[config.mk]
export PLATFORM = sky130hd
export DESIGN_NAME = conv_quant_ctrl_flat
export DESIGN_NICKNAME = d
export VERILOG_FILES = /design/src/rtl/conv_quant_ctrl_if.sv /design/src/rtl/conv_quant_ctrl.sv /design/src/flat_wrapper.sv
export SDC_FILE = /design/constraint.sdc
export NUM_CORES = 1
export LEC_CHECK = 0
export BUFFER_PORTS_ARGS = -buffer_cell sky130_fd_sc_hd__buf_2
export CAP_MARGIN = 20
export CORE_ASPECT_RATIO = 0.7
export CORE_UTILIZATION = 49
export CTS_BUF_LIST = sky130_fd_sc_hd__clkbuf_8 sky130_fd_sc_hd__clkbuf_16
export CTS_CLUSTER_DIAMETER = 60
export DETAILED_ROUTE_END_ITERATION = 6
export PLACE_DENSITY_LB_ADDON = 0.05
export SYNTH_ARGS = -nofsm -noshare
export SYNTH_HDL_FRONTEND = slang
export SYNTH_SLANG_ARGS = --single-unit
[constraint.sdc]
create_clock -name clk -period 2.2 [get_ports clk]
set_clock_uncertainty 0.05 [all_clocks]
set_input_delay 0.33 -clock clk [delete_from_list [all_inputs] [get_ports clk]]
set_output_delay 0.33 -clock clk [all_outputs]
set_load 0.02 [all_outputs]
[src/rtl/conv_quant_ctrl_if.sv]
// ----------------------------------------------------------------------------
// conv_quant_ctrl_if
//   Bundles the tile-control, conv-array and abs-max-tracker signals of the
//   conv_quant_ctrl sequencer into one interface.
//   master : the environment (tile scheduler, conv array, tracker) side
//   slave  : the sequencer side
// Signals
//   start, pix_total          tile start request and result-vector count
//   conv_valid                conv array result-vector strobe
//   tracker_clr, track_en,
//   conv_finish               controls toward the abs-max tracker
//   finish_flag, max_abs_in   tracker result handshake
//   busy, done                sequencer status
//   max_abs_out, shift, sat,
//   timeout_err               per-tile requantisation result
// ----------------------------------------------------------------------------
interface conv_quant_ctrl_if #(
  parameter int DATA_W    = 32,
  parameter int PIX_CNT_W = 16
);
  logic                 start;
  logic [PIX_CNT_W-1:0] pix_total;
  logic                 conv_valid;
  logic                 tracker_clr;
  logic                 track_en;
  logic                 conv_finish;
  logic                 finish_flag;
  logic [DATA_W-1:0]    max_abs_in;
  logic                 busy;
  logic                 done;
  logic [DATA_W-1:0]    max_abs_out;
  logic [4:0]           shift;
  logic                 sat;
  logic                 timeout_err;

  modport master (
    output start, pix_total, conv_valid, finish_flag, max_abs_in,
    input  tracker_clr, track_en, conv_finish, busy, done,
           max_abs_out, shift, sat, timeout_err
  );

  modport slave (
    input  start, pix_total, conv_valid, finish_flag, max_abs_in,
    output tracker_clr, track_en, conv_finish, busy, done,
           max_abs_out, shift, sat, timeout_err
  );
endinterface

[src/rtl/conv_quant_ctrl.sv]
// ----------------------------------------------------------------------------
// conv_quant_ctrl
//   Per-tile sequencer for the abs-max tracker behind the 16-lane conv array.
//   Clears the tracker, gates its accumulate enable with conv_valid for
//   pix_total result vectors, pulses conv_finish, waits (bounded) for the
//   tracker's finish_flag, captures the abs-max and derives the smallest
//   right-shift that brings it into the signed OUT_W activation range.
// Ports
//   clk    rising-edge clock
//   rst_n  asynchronous active-low reset; aborts a tile without done
//   bus    conv_quant_ctrl_if.slave (start/pix_total/conv_valid/finish_flag/
//          max_abs_in in; tracker_clr/track_en/conv_finish/busy/done/
//          max_abs_out/shift/sat/timeout_err out)
// ----------------------------------------------------------------------------
module conv_quant_ctrl #(
  parameter int DATA_W    = 32,
  parameter int OUT_W     = 8,
  parameter int PIX_CNT_W = 16,
  parameter int TIMEOUT   = 15
) (
  input  logic               clk,
  input  logic               rst_n,
  conv_quant_ctrl_if.slave   bus
);

  localparam int MAX_SHIFT = DATA_W - OUT_W;
  localparam int WAIT_W    = $clog2(TIMEOUT + 1);
  // 2^(OUT_W-1)-1, the largest positive requantised activation
  localparam logic [DATA_W-1:0] TARGET_MAX =
    {{(DATA_W - OUT_W + 1){1'b0}}, {(OUT_W - 1){1'b1}}};

  typedef enum logic [2:0] {
    S_IDLE, S_CLEAR, S_TRACK, S_FINISH, S_WAIT, S_SCALE, S_DONE
  } state_t;

  state_t               state;
  logic [PIX_CNT_W-1:0] pix_total_q;
  logic [PIX_CNT_W-1:0] pix_cnt;
  logic [WAIT_W-1:0]    wait_cnt;

  // Smallest logical right-shift that fits v into TARGET_MAX; falls back to
  // MAX_SHIFT when nothing fits (calc_sat flags that case).
  function automatic logic [4:0] calc_shift(input logic [DATA_W-1:0] v);
    logic [4:0] s;
    s = 5'(MAX_SHIFT);
    for (int i = MAX_SHIFT; i >= 0; i--) begin
      if ((v >> i) <= TARGET_MAX) s = 5'(i);
    end
    return s;
  endfunction

  function automatic logic calc_sat(input logic [DATA_W-1:0] v);
    return (v >> MAX_SHIFT) > TARGET_MAX;
  endfunction

  // Enable follows conv_valid combinationally so the tracker accumulates the
  // same cycle the vector is presented.
  assign bus.track_en = (state == S_TRACK) && bus.conv_valid;

  always_ff @(posedge clk or negedge rst_n) begin
    if (!rst_n) begin
      state           <= S_IDLE;
      pix_total_q     <= '0;
      pix_cnt         <= '0;
      wait_cnt        <= '0;
      bus.tracker_clr <= 1'b0;
      bus.conv_finish <= 1'b0;
      bus.busy        <= 1'b0;
      bus.done        <= 1'b0;
      bus.max_abs_out <= '0;
      bus.shift       <= '0;
      bus.sat         <= 1'b0;
      bus.timeout_err <= 1'b0;
    end else begin
      bus.tracker_clr <= 1'b0;
      bus.conv_finish <= 1'b0;
      bus.done        <= 1'b0;
      case (state)
        S_IDLE: begin
          if (bus.start) begin
            pix_total_q     <= bus.pix_total;
            pix_cnt         <= '0;
            bus.max_abs_out <= '0;
            bus.shift       <= '0;
            bus.sat         <= 1'b0;
            bus.timeout_err <= 1'b0;
            bus.busy        <= 1'b1;
            if (bus.pix_total == '0) begin
              // empty tile: nothing to track, complete immediately
              state    <= S_DONE;
              bus.done <= 1'b1;
            end else begin
              state           <= S_CLEAR;
              bus.tracker_clr <= 1'b1;
            end
          end
        end
        S_CLEAR: state <= S_TRACK;
        S_TRACK: begin
          if (bus.conv_valid) begin
            pix_cnt <= pix_cnt + PIX_CNT_W'(1);
            if (pix_cnt == pix_total_q - PIX_CNT_W'(1)) begin
              state           <= S_FINISH;
              bus.conv_finish <= 1'b1;
            end
          end
        end
        S_FINISH: begin
          wait_cnt <= '0;
          state    <= S_WAIT;
        end
        S_WAIT: begin
          // wait_cnt+1 is the count reached this cycle; a flag arriving on
          // the cycle the count reaches TIMEOUT still wins.
          wait_cnt <= wait_cnt + WAIT_W'(1);
          if (bus.finish_flag) begin
            bus.max_abs_out <= bus.max_abs_in;
            state           <= S_SCALE;
          end else if (wait_cnt == WAIT_W'(TIMEOUT - 1)) begin
            bus.timeout_err <= 1'b1;
            bus.max_abs_out <= '0;
            bus.shift       <= '0;
            state           <= S_DONE;
            bus.done        <= 1'b1;
          end
        end
        S_SCALE: begin
          bus.shift <= calc_shift(bus.max_abs_out);
          bus.sat   <= calc_sat(bus.max_abs_out);
          state     <= S_DONE;
          bus.done  <= 1'b1;
        end
        S_DONE: begin
          state    <= S_IDLE;
          bus.busy <= 1'b0;
        end
        default: begin
          state    <= S_IDLE;
          bus.busy <= 1'b0;
        end
      endcase
    end
  end

endmodule
[src/flat_wrapper.sv]
// flat-port wrapper written by rule: the top's interface ports become plain ports
module conv_quant_ctrl_flat 
#(
  parameter int DATA_W    = 32,
  parameter int OUT_W     = 8,
  parameter int PIX_CNT_W = 16,
  parameter int TIMEOUT   = 15
)
  (clk, rst_n, bus_start, bus_pix_total, bus_conv_valid, bus_finish_flag, bus_max_abs_in, bus_tracker_clr, bus_track_en, bus_conv_finish, bus_busy, bus_done, bus_max_abs_out, bus_shift, bus_sat, bus_timeout_err);
  conv_quant_ctrl_if #(.DATA_W(DATA_W), .PIX_CNT_W(PIX_CNT_W)) bus_i ();
  input  logic clk;
  input  logic rst_n;
  input wire logic [$bits(bus_i.start)-1:0] bus_start;
  input wire logic [$bits(bus_i.pix_total)-1:0] bus_pix_total;
  input wire logic [$bits(bus_i.conv_valid)-1:0] bus_conv_valid;
  input wire logic [$bits(bus_i.finish_flag)-1:0] bus_finish_flag;
  input wire logic [$bits(bus_i.max_abs_in)-1:0] bus_max_abs_in;
  output wire logic [$bits(bus_i.tracker_clr)-1:0] bus_tracker_clr;
  output wire logic [$bits(bus_i.track_en)-1:0] bus_track_en;
  output wire logic [$bits(bus_i.conv_finish)-1:0] bus_conv_finish;
  output wire logic [$bits(bus_i.busy)-1:0] bus_busy;
  output wire logic [$bits(bus_i.done)-1:0] bus_done;
  output wire logic [$bits(bus_i.max_abs_out)-1:0] bus_max_abs_out;
  output wire logic [$bits(bus_i.shift)-1:0] bus_shift;
  output wire logic [$bits(bus_i.sat)-1:0] bus_sat;
  output wire logic [$bits(bus_i.timeout_err)-1:0] bus_timeout_err;
  assign bus_i.start = bus_start;
  assign bus_i.pix_total = bus_pix_total;
  assign bus_i.conv_valid = bus_conv_valid;
  assign bus_i.finish_flag = bus_finish_flag;
  assign bus_i.max_abs_in = bus_max_abs_in;
  assign bus_tracker_clr = bus_i.tracker_clr;
  assign bus_track_en = bus_i.track_en;
  assign bus_conv_finish = bus_i.conv_finish;
  assign bus_busy = bus_i.busy;
  assign bus_done = bus_i.done;
  assign bus_max_abs_out = bus_i.max_abs_out;
  assign bus_shift = bus_i.shift;
  assign bus_sat = bus_i.sat;
  assign bus_timeout_err = bus_i.timeout_err;
  conv_quant_ctrl #(.DATA_W(DATA_W), .OUT_W(OUT_W), .PIX_CNT_W(PIX_CNT_W), .TIMEOUT(TIMEOUT)) u_core (.clk(clk), .rst_n(rst_n), .bus(bus_i));
endmodule
==> results of run 1 <==
## critical path, stage by stage, from the launching register on
cell and delay [ns]:
dfrtp_1 0.38, inv_1 0.11, ha_4 0.15, or4b_4 0.51
nor4_4 0.18, mux2_4 0.32, mux2i_1 0.14, o21ai_1 0.08
nand4_1 0.13, a31oi_1 0.09
## synth_stat cells, types with 2 or more instances
master	count
nor2b_1	4
o22ai_1	2
o31ai_1	3
inv_1	16
nand3_1	14
a22o_1	33
mux2i_1	2
buf_2	3
or3_1	4
nor3b_1	2
nand2b_1	2
nand4_1	9
a311oi_1	2
nor2_1	39
nand2_1	62
and3_1	3
nor3_1	11
nor4_4	2
xor2_1	15
a21oi_1	26
clkbuf_1	20
and2_1	3
or4_1	4
o211ai_1	2
a31oi_1	4
or2_2	2
nor4_1	10
o21ai_0	23
dfrtp_1	82
ha_1	4
o21bai_1	2
nor4_2	2
xnor2_1	10
## cells by family (layout without fill, tap and decap cells)
family | after synthesis | in the layout
adder cells (fa/ha/maj) | 4 | 4
XOR/XNOR | 25 | 25
multiplexers | 4 | 4
AO/OA/AOI/OAI | 111 | 111
AND/OR/NAND/NOR | 179 | 179
buffers and inverters | 40 | 165
flip-flops | 82 | 82
## sequential cells by signal (all words and copies together), names as in the netlist, 3 cells and up
register                flops
u_core.bus.shift            5
u_core.pix_cnt             16
u_core.pix_total_q         16
u_core.wait_cnt             4
u_core.bus.max_abs_out     32
u_core.state                3
## timing repair
action	CTS	global route
hold buffers	1	0
gates resized for setup	3	4
hold endpoints to repair	24	0
endpoints found under the setup margin	2	7
setup buffers	0	1
pin swaps	0	1
## per-layer routing
layer  vias to the layer above  part of all wire  global-route usage  routed length [um]
li1                       1842                 -                   -                   -
met1                      1827              0.49              0.3928                5449
met2                       125              0.42              0.3770                4640
met3                        13             0.081             0.07710                 893
met4                         0            0.0092             0.06267                 102
met5                         -                 0                   0                   0
## power by group through the flow
| stage | sequential (mW) | combinational [mW] | clock (mW) |
|---|---|---|---|
| floorplan | 2.90 | 2.14 | 0 |
| global placement | 2.53 | 3.83 | 0 |
| detailed placement | 2.55 | 3.88 | 0 |
| CTS | 2.54 | 3.93 | 1.44 |
| global route | 2.64 | 4.39 | 1.50 |
| finish | 2.56 | 4.00 | 1.41 |
## how the worst min path moves through the flow
stage	cells after the start	to	slack, ns
6_report	3	u_core.pix_total_q[14]	0.16
5_1_grt	3	u_core.pix_total_q[10]	0.16
4_1_cts	3	u_core.pix_total_q[9]	0.15
3_5_place_dp	1	u_core.pix_cnt[2]	0.22
3_3_place_gp	1	u_core.pix_cnt[2]	0.21
2_1_floorplan	0	u_core.bus.busy	-0.02
## final cells by class
type                            instances  area (sq um)  area share
Timing Repair Buffer                  134         783.3      0.1473
Inverter                               17         63.81     0.01200
Tap cell                              101         126.4     0.02376
Multi-Input combinational cell        323          2018      0.3795
Clock buffer                            9         225.2     0.04235
Clock inverter                          5         48.80    0.009176
Sequential cell                        82          2052      0.3859
## per-stage QoR
step                instance area [sq um]    util  TNS [ns]  setup WS, ns  power (mW)
floorplan                            4199       -         0       0.01031       5.040
global placement                     5004  0.6197  -0.01532      -0.01532       6.354
detailed placement                   5004  0.6197   -0.1292      -0.08735       6.435
CTS                                  5295  0.6558  -0.06617      -0.05618       7.913
global route                         5318  0.6586   -0.3706       -0.1760       8.529
finish                               5318  0.6586  -0.09410      -0.06826       7.974
==> summary.md, run 1 <==
| Metric | Value |
|---|---|
| Status | `complete, but fails checks` |
| Failing checks | `setup timing` |
| CTS tree | `yes` |
| Hold WC Path Type | `in2reg` |
| Avg Vias per Cell | `5.674` |
| Initial core utilization | `0.5181` |
| Most common cell after layout, fill and taps aside | `buf_2` |
| Final Hold Fails | `0` |
| Comb pwr share | `0.501` |
| Row cnt | `27` |
| Internal | `4.544 mW` |
| Reg2reg end | `u_core.state[0]` |
| Port Buffers | `96` |
| Clk Latency, worst-skew pair | `0.33 ns` |
| Remaining Overflow, GRT | `0` |
| DP HPWL | `8317 um` |
| Worst-case clock buffer depth | `2` |
| Detail Route Antenna Nets | `0` |
| Pwr dens | `1500 nW/um^2` |
| Max-slew headroom | `0.6907` |
| Count of pins over their slew limit | `0` |
| Critical Path Start | `u_core.pix_total_q[0]` |
| Register share of total power | `0.322` |
| Sink Count | `82` |
| Die height | `approximately 79 um` |
| First-pass GRT wire length | `between 15000 and 20000 um` |
| RSZ-0062 raised after global routing | `yes` |
| Largest net degree at the start of global routing | `38` |
| Max_cap viols | `0` |
| Seq cells post-synth | `just over 80` |
| Vias in the first global route | `between 3000 and 4000` |
| Final wirelength | `about 11000 um` |
| Syn Area/Cell | `9.399 sq um` |
| GRT Util Overall | `0.2644` |
| Primary FF master, synth | `dfrtp_1` |
| Worst Tran Pin Value | `around 0.46 ns` |
| CP Class | `reg2reg` |
| Die Wd | `112.4 um` |
| DR vias | `3807` |
| Initial DRT Pass Iterations | `4` |
| CTS root buffer | `clkbuf_16` |
| Dominant cell type by area after synthesis | `dfrtp_1` |
| I/O Pins | `97` |
| Inserted Clock Buffers | `9` |
| GP Congestion | `about 0.9` |
| Data arrival, critical path | `2.43 ns` |
| ANT cells | `0` |
| Fmax | `440.9 MHz` |
| Synthesized area | `4183 sq um` |
| Most frequent cells in the layout | `95 x buf_2, 82 x dfrtp_1, 61 x nand2_1, 37 x nor2_1, 37 x buf_4` |
| Startpoint class of the critical path | `flip-flop` |
| Final Setup Violations | `2` |
| Synth area leaders | `dfrtp_1 49%, a22o_1 6.9%, nand2_1 5.6%, nor2_1 3.5%, xor2_1 3.1%` |
| Register-to-Register Path Depth | `9` |
| Number of remaining DRC errors | `0` |
| CP Max Fanout | `4` |
| Initial antenna violation count | `0` |
| Number of flops mapped to enable cells by yosys | `0` |
| CP endpoint | `u_core.state[0]` |
| Final WS setup | `-0.06826 ns` |
| Final Hold Slack | `between 0.15 and 0.2 ns` |
| Fill count | `686` |
| Main combinational cell family by area after synthesis | `simple AND/OR/NAND/NOR gates` |
| Mux contribution to synthesized area | `0.01017` |
| Tmin final | `2.268 ns` |
| CP endpoint kind | `flip-flop` |
| Post-synth cell types | `56` |
| R2R setup slack | `-0.07 ns` |
| Share of cells above drive strength 1 | `0.2930` |
| Clock Power Share | `0.177` |
| HP Start | `bus_pix_total[14]` |
| Final Cycle Share | `1.031` |
| Reg clk slew, reported paths | `roughly 0.060 ns` |
| Final nets | `624` |
| Syn nets | `502` |
| Synth top area share | `0.4906` |
| # H-tree levels | `3` |
| Total die area | `about 9000 sq um` |
| CORE AREA | `around 8100 sq um` |
| Worst Path Required | `2.36 ns` |
| Sw frac | `0.4302` |
| Non-Filler Instances | `roughly 670` |
| DR iter-0 viols | `about 270` |
| Area Growth Syn to Fin | `27.13%` |
| Leak | `2.624 nW` |
| Post-synthesis sequential area ratio | `0.4906` |
| Post-Synthesis Cells | `roughly 450` |
| Synth Area in Compound Gates | `0.1831` |
| Ys Warns | `0` |
| Xor and xnor area share after synthesis | `0.05235` |
| Worst vdd ir | `1.225 mV` |
| Asr flop ratio synth | `1.000` |
| Placed Cells | `roughly 660` |
| Post-synthesis simple-gate area fraction | `0.2151` |
| Psw | `3.430 mW` |
| R2r startpoint | `u_core.pix_total_q[0]` |
| Wire per inst | `16.52 um` |
| Synth Area in Adders | `0.01197` |
No activity file was read; power rests on OpenSTA's default activity.
==> run 2: changes to the inputs <==
--- a/config.mk
+++ b/config.mk
@@ -12,7 +12,9 @@
 export CTS_BUF_LIST = sky130_fd_sc_hd__clkbuf_8 sky130_fd_sc_hd__clkbuf_16
 export CTS_CLUSTER_DIAMETER = 60
 export DETAILED_ROUTE_END_ITERATION = 6
+export MAX_ROUTING_LAYER = met4
 export PLACE_DENSITY_LB_ADDON = 0.05
+export SETUP_SLACK_MARGIN = 0.5
 export SYNTH_ARGS = -nofsm -noshare
 export SYNTH_HDL_FRONTEND = slang
 export SYNTH_SLANG_ARGS = --single-unit
==> summary.md, run 2 (synthesis gave the netlist of run 1 again) <==
| Metric | Value |
|---|---|
| CORE AREA | `8074 sq um (unchanged)` |
| Pwr dens | `1584 nW/um^2 (was 1500 nW/um^2)` |
| CP endpoint kind | `flip-flop (unchanged)` |
| Startpoint class of the critical path | `flip-flop (unchanged)` |
| Tmin final | `2.247 ns (was 2.268 ns)` |
| Initial DRT Pass Iterations | `4 (unchanged)` |
| DR iter-0 viols | `282 (was 268)` |
| CP Max Fanout | `4 (unchanged)` |
| Initial antenna violation count | `0 (unchanged)` |
| GP Congestion | `0.9576 (was 0.8800)` |
| Post-DP Area | `5009 sq um (was 5004 sq um)` |
| Worst Path Required | `2.37 ns (was 2.36 ns)` |
| Data arrival, critical path | `2.42 ns (was 2.43 ns)` |
| Largest net degree at the start of global routing | `53 (was 38)` |
| Final wirelength | `11620 um (was 11090 um)` |
| GRT Util Overall | `0.2852 (was 0.2644)` |
| Worst-case clock buffer depth | `2 (unchanged)` |
| Final instance area | `5578 sq um (was 5318 sq um)` |
| Row cnt | `27 (unchanged)` |
| GRT Max-Usage Layer | `met1 (unchanged)` |
| Die height | `79.30 um (unchanged)` |
| CTS root buffer | `clkbuf_16 (unchanged)` |
| Total die area | `8916 sq um (unchanged)` |
| Detail Route Antenna Nets | `0 (unchanged)` |
| Final nets | `631 (was 624)` |
| Met1 Track Usage GR | `0.4120 (was 0.3928)` |
| Max-slew headroom | `0.5432 (was 0.6907)` |
| Placed Cells | `653 (was 655)` |
| Most frequent cells in the layout | `94 x buf_2, 77 x dfrtp_1, 60 x nand2_1, 41 x buf_4, 34 x nor2_1 (was 95 x buf_2, 82 x dfrtp_1, 61 x nand2_1, 37 x nor2_1, 37 x buf_4)` |
| Area Growth Syn to Fin | `33.35% (was 27.13%)` |
| CP Class | `reg2reg (unchanged)` |
| Non-Filler Instances | `679 (was 671)` |
| ANT cells | `0 (unchanged)` |
| Die Wd | `112.4 um (unchanged)` |
| CTS tree | `yes (unchanged)` |
| Status | `complete, but fails checks (unchanged)` |
| RSZ-0062 raised after global routing | `yes (unchanged)` |
| Inserted Clock Buffers | `9 (unchanged)` |
| DP HPWL | `8224 um (was 8317 um)` |
| Met2 track demand over resource | `0.3870 (was 0.3770)` |
| Worst Tran Pin Value | `0.6852 ns (was 0.4597 ns)` |
| Final WS setup | `-0.04724 ns (was -0.06826 ns)` |
| Hold WC Path Type | `in2async (was in2reg)` |
| Final Setup Violations | `2 (unchanged)` |
| # H-tree levels | `3 (unchanged)` |
| Number of remaining DRC errors | `0 (unchanged)` |
| Final Cycle Share | `1.021 (was 1.031)` |
| Fmax | `445.0 MHz (was 440.9 MHz)` |
| Count of pins over their slew limit | `0 (unchanged)` |
| Max FFs per register | `32 (unchanged)` |
| Avg Vias per Cell | `5.729 (was 5.674)` |
| Hold_buf cts | `0 (was 1)` |
| Worst vdd ir | `0.9257 mV (was 1.225 mV)` |
| Remaining Overflow, GRT | `0 (unchanged)` |
| Finished Core Util | `0.6908 (was 0.6586)` |
| Fill count | `627 (was 686)` |
| Setup TNS | `-0.05265 ns (was -0.09410 ns)` |
| Final Hold Slack | `-0.03023 ns (was 0.1603 ns)` |
| Leak | `2.703 nW (was 2.624 nW)` |
| Clk Latency, worst-skew pair | `0.34 ns (was 0.33 ns)` |
| M3 GR Usage | `0.08550 (was 0.07710)` |
| Failing checks | `hold timing, setup timing (was setup timing)` |
| Biggest register | `u_core.bus.max_abs_out (unchanged)` |
| Share of cells above drive strength 1 | `0.3443 (was 0.2930)` |
| I/O Pins | `97 (unchanged)` |
| Reg clk slew, reported paths | `0.06 ns (about the same)` |
| Initial core utilization | `0.5181 (unchanged)` |
| Port Buffers | `96 (unchanged)` |
| Final Hold Fails | `20 (was 0)` |
| Leading registers by flop count | `u_core.bus.max_abs_out: 32 flops, u_core.pix_cnt: 16 flops, u_core.pix_total_q: 16 flops (unchanged)` |
| First-pass GRT wire length | `18700 um (was 18240 um)` |
| Total power | `8.834 mW (was 7.974 mW)` |
| Max_cap viols | `0 (unchanged)` |
| Most common cell after layout, fill and taps aside | `buf_2 (unchanged)` |
| Place WS | `-0.09845 ns (was -0.08735 ns)` |
| Vias in the first global route | `3601 (was 3617)` |
| Wire per inst | `17.11 um (was 16.52 um)` |
| Sink Count | `82 (unchanged)` |
| DR vias | `3890 (was 3807)` |
-- run 2: cell types whose count changed in the layout (fill, tap and decap cells not counted), moves of 4 or more --
cell     delta
a21oi_2     +4
nor2_4      +4
buf_6       +5
a21oi_1     -4
buf_4       +4
dfrtp_1     -5
dfrtp_2     +5
-- run 2: path summary, 6_finish.rpt --
path / startpoint / endpoint / slack (ns) / cells after the start
max: u_core.pix_total_q[0] / u_core.state[0] / -0.05 / 9
min: rst_n / u_core.bus.done / -0.03 / 1
max reg2reg: u_core.pix_total_q[0] / u_core.state[0] / -0.05 / 9
min reg2reg: u_core.bus.busy / u_core.bus.busy / 0.44 / 2
max in group asynchronous: rst_n / u_core.pix_cnt[8] / 1.52 / 2
min in group clk: bus_pix_total[14] / u_core.pix_total_q[14] / 0.15 / 3
-- run 2: timing repair --
action,in CTS,in global routing
resized for setup,22,12
setup endpoints to repair,14,56
pin swaps,5,7
setup buffers,6,5
-- run 2: power by group --
| part | internal (mW) | switching (mW) | total, mW |
|---|---|---|---|
| logic | 1.91 | 2.56 | 4.48 |
| clock network | 1.17 | 0.599 | 1.76 |
| registers | 2.04 | 0.557 | 2.59 |
-- run 2: per-layer routing --
metal / share of wire / wire [um]
met2: 0.41 / 4802
met5: 0 / 0
met4: 0.0083 / 97
met1: 0.50 / 5860
met3: 0.074 / 860
-- run 2: final cells by class --
type / count / area, sq um / share of cell area
Clock buffer: 11 / 252.7 / 0.04531
Clock inverter: 4 / 98.84 / 0.01772
Inverter: 17 / 66.31 / 0.01189
Multi-Input combinational cell: 323 / 2121 / 0.3802
Sequential cell: 82 / 2058 / 0.3690
Tap cell: 101 / 126.4 / 0.02266
Timing Repair Buffer: 141 / 854.6 / 0.1532
-- run 2: critical path, cell delays in order (launching register included) --
cell and delay, ns:
dfrtp_1 0.39, inv_2 0.08, ha_4 0.14, or4b_4 0.52
nor4_4 0.17, mux2_4 0.32, mux2i_1 0.13, o21ai_1 0.08
nand4_1 0.14, a31oi_1 0.09
==> run 3: changes to the inputs <==
--- a/config.mk
+++ b/config.mk
@@ -5,10 +5,11 @@
 export SDC_FILE = /design/constraint.sdc
 export NUM_CORES = 1
 export LEC_CHECK = 0
+export ABC_AREA = 1
 export BUFFER_PORTS_ARGS = -buffer_cell sky130_fd_sc_hd__buf_2
 export CAP_MARGIN = 20
 export CORE_ASPECT_RATIO = 0.7
-export CORE_UTILIZATION = 49
+export CORE_UTILIZATION = 50
 export CTS_BUF_LIST = sky130_fd_sc_hd__clkbuf_8 sky130_fd_sc_hd__clkbuf_16
 export CTS_CLUSTER_DIAMETER = 60
 export DETAILED_ROUTE_END_ITERATION = 6
==> summary.md, run 3 <==
| Metric | Value |
|---|---|
| Status | `complete, but fails checks (unchanged)` |
| Failing checks | `DRC (was hold timing, setup timing)` |
| Sink Count | `82 (unchanged)` |
| # H-tree levels | `3 (unchanged)` |
| ANT cells | `0 (unchanged)` |
| Max-slew headroom | `0.6704 (was 0.5432)` |
| CP endpoint | `u_core.bus.max_abs_out[23] (was u_core.state[0])` |
| Area Growth Syn to Fin | `40.52% (was 33.35%)` |
| Placed Cells | `887 (was 653)` |
| Tmin final | `1.867 ns (was 2.247 ns)` |
| Inserted Clock Buffers | `9 (unchanged)` |
| Final nets | `870 (was 631)` |
| Seq cells post-synth | `82 (unchanged)` |
| Total power | `4.091 mW (was 8.834 mW)` |
| Count of pins over their slew limit | `0 (unchanged)` |
| CTS tree | `yes (unchanged)` |
| Largest net degree at the start of global routing | `41 (was 53)` |
| Worst vdd ir | `0.4510 mV (was 0.9257 mV)` |
| Remaining Overflow, GRT | `0 (unchanged)` |
| Top-count cell post-synth | `nand2_1 (was dfrtp_1)` |
| Synthesized area | `4725 sq um (was 4183 sq um)` |
| Data arrival, critical path | `2.08 ns (was 2.42 ns)` |
| Post-synth cell types | `39 (was 56)` |
| Post-DP Area | `5487 sq um (was 5009 sq um)` |
| Worst Path Required | `2.42 ns (was 2.37 ns)` |
| DP HPWL | `9759 um (was 8224 um)` |
| R2R setup slack | `0.33 ns (was -0.05 ns)` |
| Syn Area/Cell | `7.094 sq um (was 9.399 sq um)` |
| Share of cells above drive strength 1 | `0.3570 (was 0.3443)` |
| Max FFs per register | `32 (unchanged)` |
| Final wirelength | `15100 um (was 11620 um)` |
| Synth top area share | `0.4343 (was 0.4906)` |
| Worst Tran Pin Value | `0.4898 ns (was 0.6852 ns)` |
| Syn nets | `723 (was 502)` |
| Port Buffers | `96 (unchanged)` |
| CP Max Fanout | `8 (was 4)` |
| Hold WC Path Type | `in2reg (was in2async)` |
| Biggest register | `u_core.bus.max_abs_out (unchanged)` |
| CTS root buffer | `clkbuf_16 (unchanged)` |
| R2r startpoint | `u_core.state[0] (was u_core.pix_total_q[0])` |
| Worst-case clock buffer depth | `2 (unchanged)` |
| Initial DRT Pass Iterations | `7 (was 4)` |
| Number of remaining DRC errors | `1 (was 0)` |
| Synth area leaders | `dfrtp_1 43%, nand2_1 17%, inv_1 7.4%, o21ai_0 6.5%, nor2_1 6.2% (was dfrtp_1 49%, a22o_1 6.9%, nand2_1 5.6%, nor2_1 3.5%, xor2_1 3.1%)` |
| First-pass GRT wire length | `22180 um (was 18700 um)` |
| Asr flop ratio synth | `1.000 (unchanged)` |
| Leak | `3.486 nW (was 2.703 nW)` |
| DR iter-0 viols | `494 (was 282)` |
| Startpoint class of the critical path | `flip-flop (unchanged)` |
| Initial antenna violation count | `0 (unchanged)` |
| Critical Path Start | `u_core.state[0] (was u_core.pix_total_q[0])` |
| RSZ-0062 raised after global routing | `yes (unchanged)` |
| Commonest cells post-synth | `210 x nand2_1, 93 x inv_1, 82 x dfrtp_1 (was 82 x dfrtp_1, 62 x nand2_1, 39 x nor2_1)` |
| Setup TNS | `0 ns (was -0.05265 ns)` |
| Die height | `83.33 um (was 79.30 um)` |
| Place WS | `0.2131 ns (was -0.09845 ns)` |
| Initial core utilization | `0.5188 (was 0.5181)` |
| Register-to-Register Path Depth | `10 (was 9)` |
| Non-Filler Instances | `942 (was 679)` |
| Post-Synthesis Cells | `666 (was 445)` |
| Reg2reg end | `u_core.bus.max_abs_out[23] (was u_core.state[0])` |
| GRT Util Overall | `0.2977 (was 0.2852)` |
| Dominant cell type by area after synthesis | `dfrtp_1 (unchanged)` |
| Vias in the first global route | `4514 (was 3601)` |
| Reg clk slew, reported paths | `0.07 ns (was 0.06 ns)` |
| Wire per inst | `16.02 um (was 17.11 um)` |
| Detail Route Antenna Nets | `0 (unchanged)` |
| Most common cell after layout, fill and taps aside | `nand2_1 (was buf_2)` |
| Final Hold Fails | `0 (was 20)` |
| Final WS setup | `0.3326 ns (was -0.04724 ns)` |
| CP Class | `reg2reg (unchanged)` |
| Leading registers by flop count | `u_core.bus.max_abs_out: 32 flops, u_core.pix_cnt: 16 flops, u_core.pix_total_q: 16 flops (unchanged)` |
| Die Wd | `118.2 um (was 112.4 um)` |
| Ys Warns | `0 (unchanged)` |
| Fmax | `535.5 MHz (was 445.0 MHz)` |
| Final instance area | `6639 sq um (was 5578 sq um)` |
| GP Congestion | `0.9138 (was 0.9576)` |
| Max_cap viols | `0 (unchanged)` |
| Avg Vias per Cell | `5.344 (was 5.729)` |
| Number of flops mapped to enable cells by yosys | `0 (unchanged)` |
| Clk Latency, worst-skew pair | `0.35 ns (was 0.34 ns)` |
| Primary FF master, synth | `dfrtp_1 (unchanged)` |
| DR vias | `5034 (was 3890)` |
| CORE AREA | `9107 sq um (was 8074 sq um)` |
| CP endpoint kind | `flip-flop (unchanged)` |
| Total die area | `9848 sq um (was 8916 sq um)` |
| Row cnt | `29 (was 27)` |
| I/O Pins | `97 (unchanged)` |
| Final Setup Violations | `0 (was 2)` |
| Post-synthesis sequential area ratio | `0.4343 (was 0.4906)` |
| Final Cycle Share | `0.8488 (was 1.021)` |
| Pwr dens | `616.2 nW/um^2 (was 1584 nW/um^2)` |
| Most frequent cells in the layout | `170 x nand2_1, 94 x buf_2, 80 x inv_1, 74 x dfrtp_1, 57 x nor2_1 (was 94 x buf_2, 77 x dfrtp_1, 60 x nand2_1, 41 x buf_4, 34 x nor2_1)` |
-- run 3: cell count changes after synthesis, sizes merged, moves of 10 or more --
cell,change
inv,+78
a22o,-32
o21ai,+42
nand2,+153
clkbuf,-15
nor4,-10
nor2,+46
nand3,+31
a21oi,-13
-- run 3: worst min path at each step --
stage,from,endpoint,depth (start not counted),slack (ns)
2_1_floorplan,rst_n,u_core.bus.busy,0,-0.02
3_3_place_gp,rst_n,u_core.pix_total_q[0],1,0.26
3_5_place_dp,rst_n,u_core.pix_total_q[1],1,0.26
4_1_cts,bus_max_abs_in[2],u_core.bus.max_abs_out[2],3,0.13
5_1_grt,bus_max_abs_in[0],u_core.bus.max_abs_out[0],3,0.13
6_report,bus_max_abs_in[16],u_core.bus.max_abs_out[16],3,0.14
-- run 3: cells by family after synthesis --
kind of cell / synth area share
simple gates: 0.3469
buf+inv: 0.08607
flops: 0.4343
fa+ha+maj: 0.01059
xor+xnor: 0.02225
compound gates: 0.09984
-- run 3: per-layer routing --
layer / track usage / wire length [um] / vias to the layer above
li1: - / - / 2397
met1: 0.4428 / 7067 / 2381
met2: 0.3995 / 6331 / 226
met3: 0.07692 / 1465 / 30
met4: 0.07110 / 231 / 0
met5: - / 0 / -
-- run 3: area by class of cell --
type | count | area, sq um
Timing Repair Buffer | 146 | 1032
Sequential cell | 82 | 2062
Fill cell | 712 | 2469
Clock buffer | 10 | 239.0
Inverter | 96 | 375.4
Tap cell | 124 | 155.1
Clock inverter | 6 | 58.81
Multi-Input combinational cell | 478 | 2716
-- run 3: per-stage QoR --
step                      hold slack [ns]    util
final                              0.1363  0.7289
after global placement             0.2611  0.6024
after CTS                          0.1288  0.6658
after floorplan                  -0.01559       -
after detailed placement           0.2623  0.6024
after global routing               0.1317  0.7289
-- run 3: critical path: stages, from the launching register on --
cell       delay (ns)
dfrtp_2          0.46
nor2_4           0.12
inv_2            0.06
buf_6            0.12
nor2_4           0.15
buf_12           0.13
inv_8            0.04
nor2_4           0.27
clkbuf_16        0.25
nand2_1          0.05
o21ai_0          0.06
-- run 3: what timing repair did --
item / 4_1_cts / 5_1_grt
pin swaps: 16 / 31
cloned: 0 / 4
buffers inserted: 18 / 16
hold buffers: 1 / 0
endpoints found under the hold margin: 30 / 0
setup endpoints to repair: 55 / 68
resized for setup: 35 / 124
-- run 3: power breakdown --
part	switching (mW)	total, mW	leakage [nW]	internal (mW)
clock	0.626	1.53	0.151	0.902
combinational	0.499	0.800	2.36	0.300
sequential	0.151	1.76	0.975	1.61
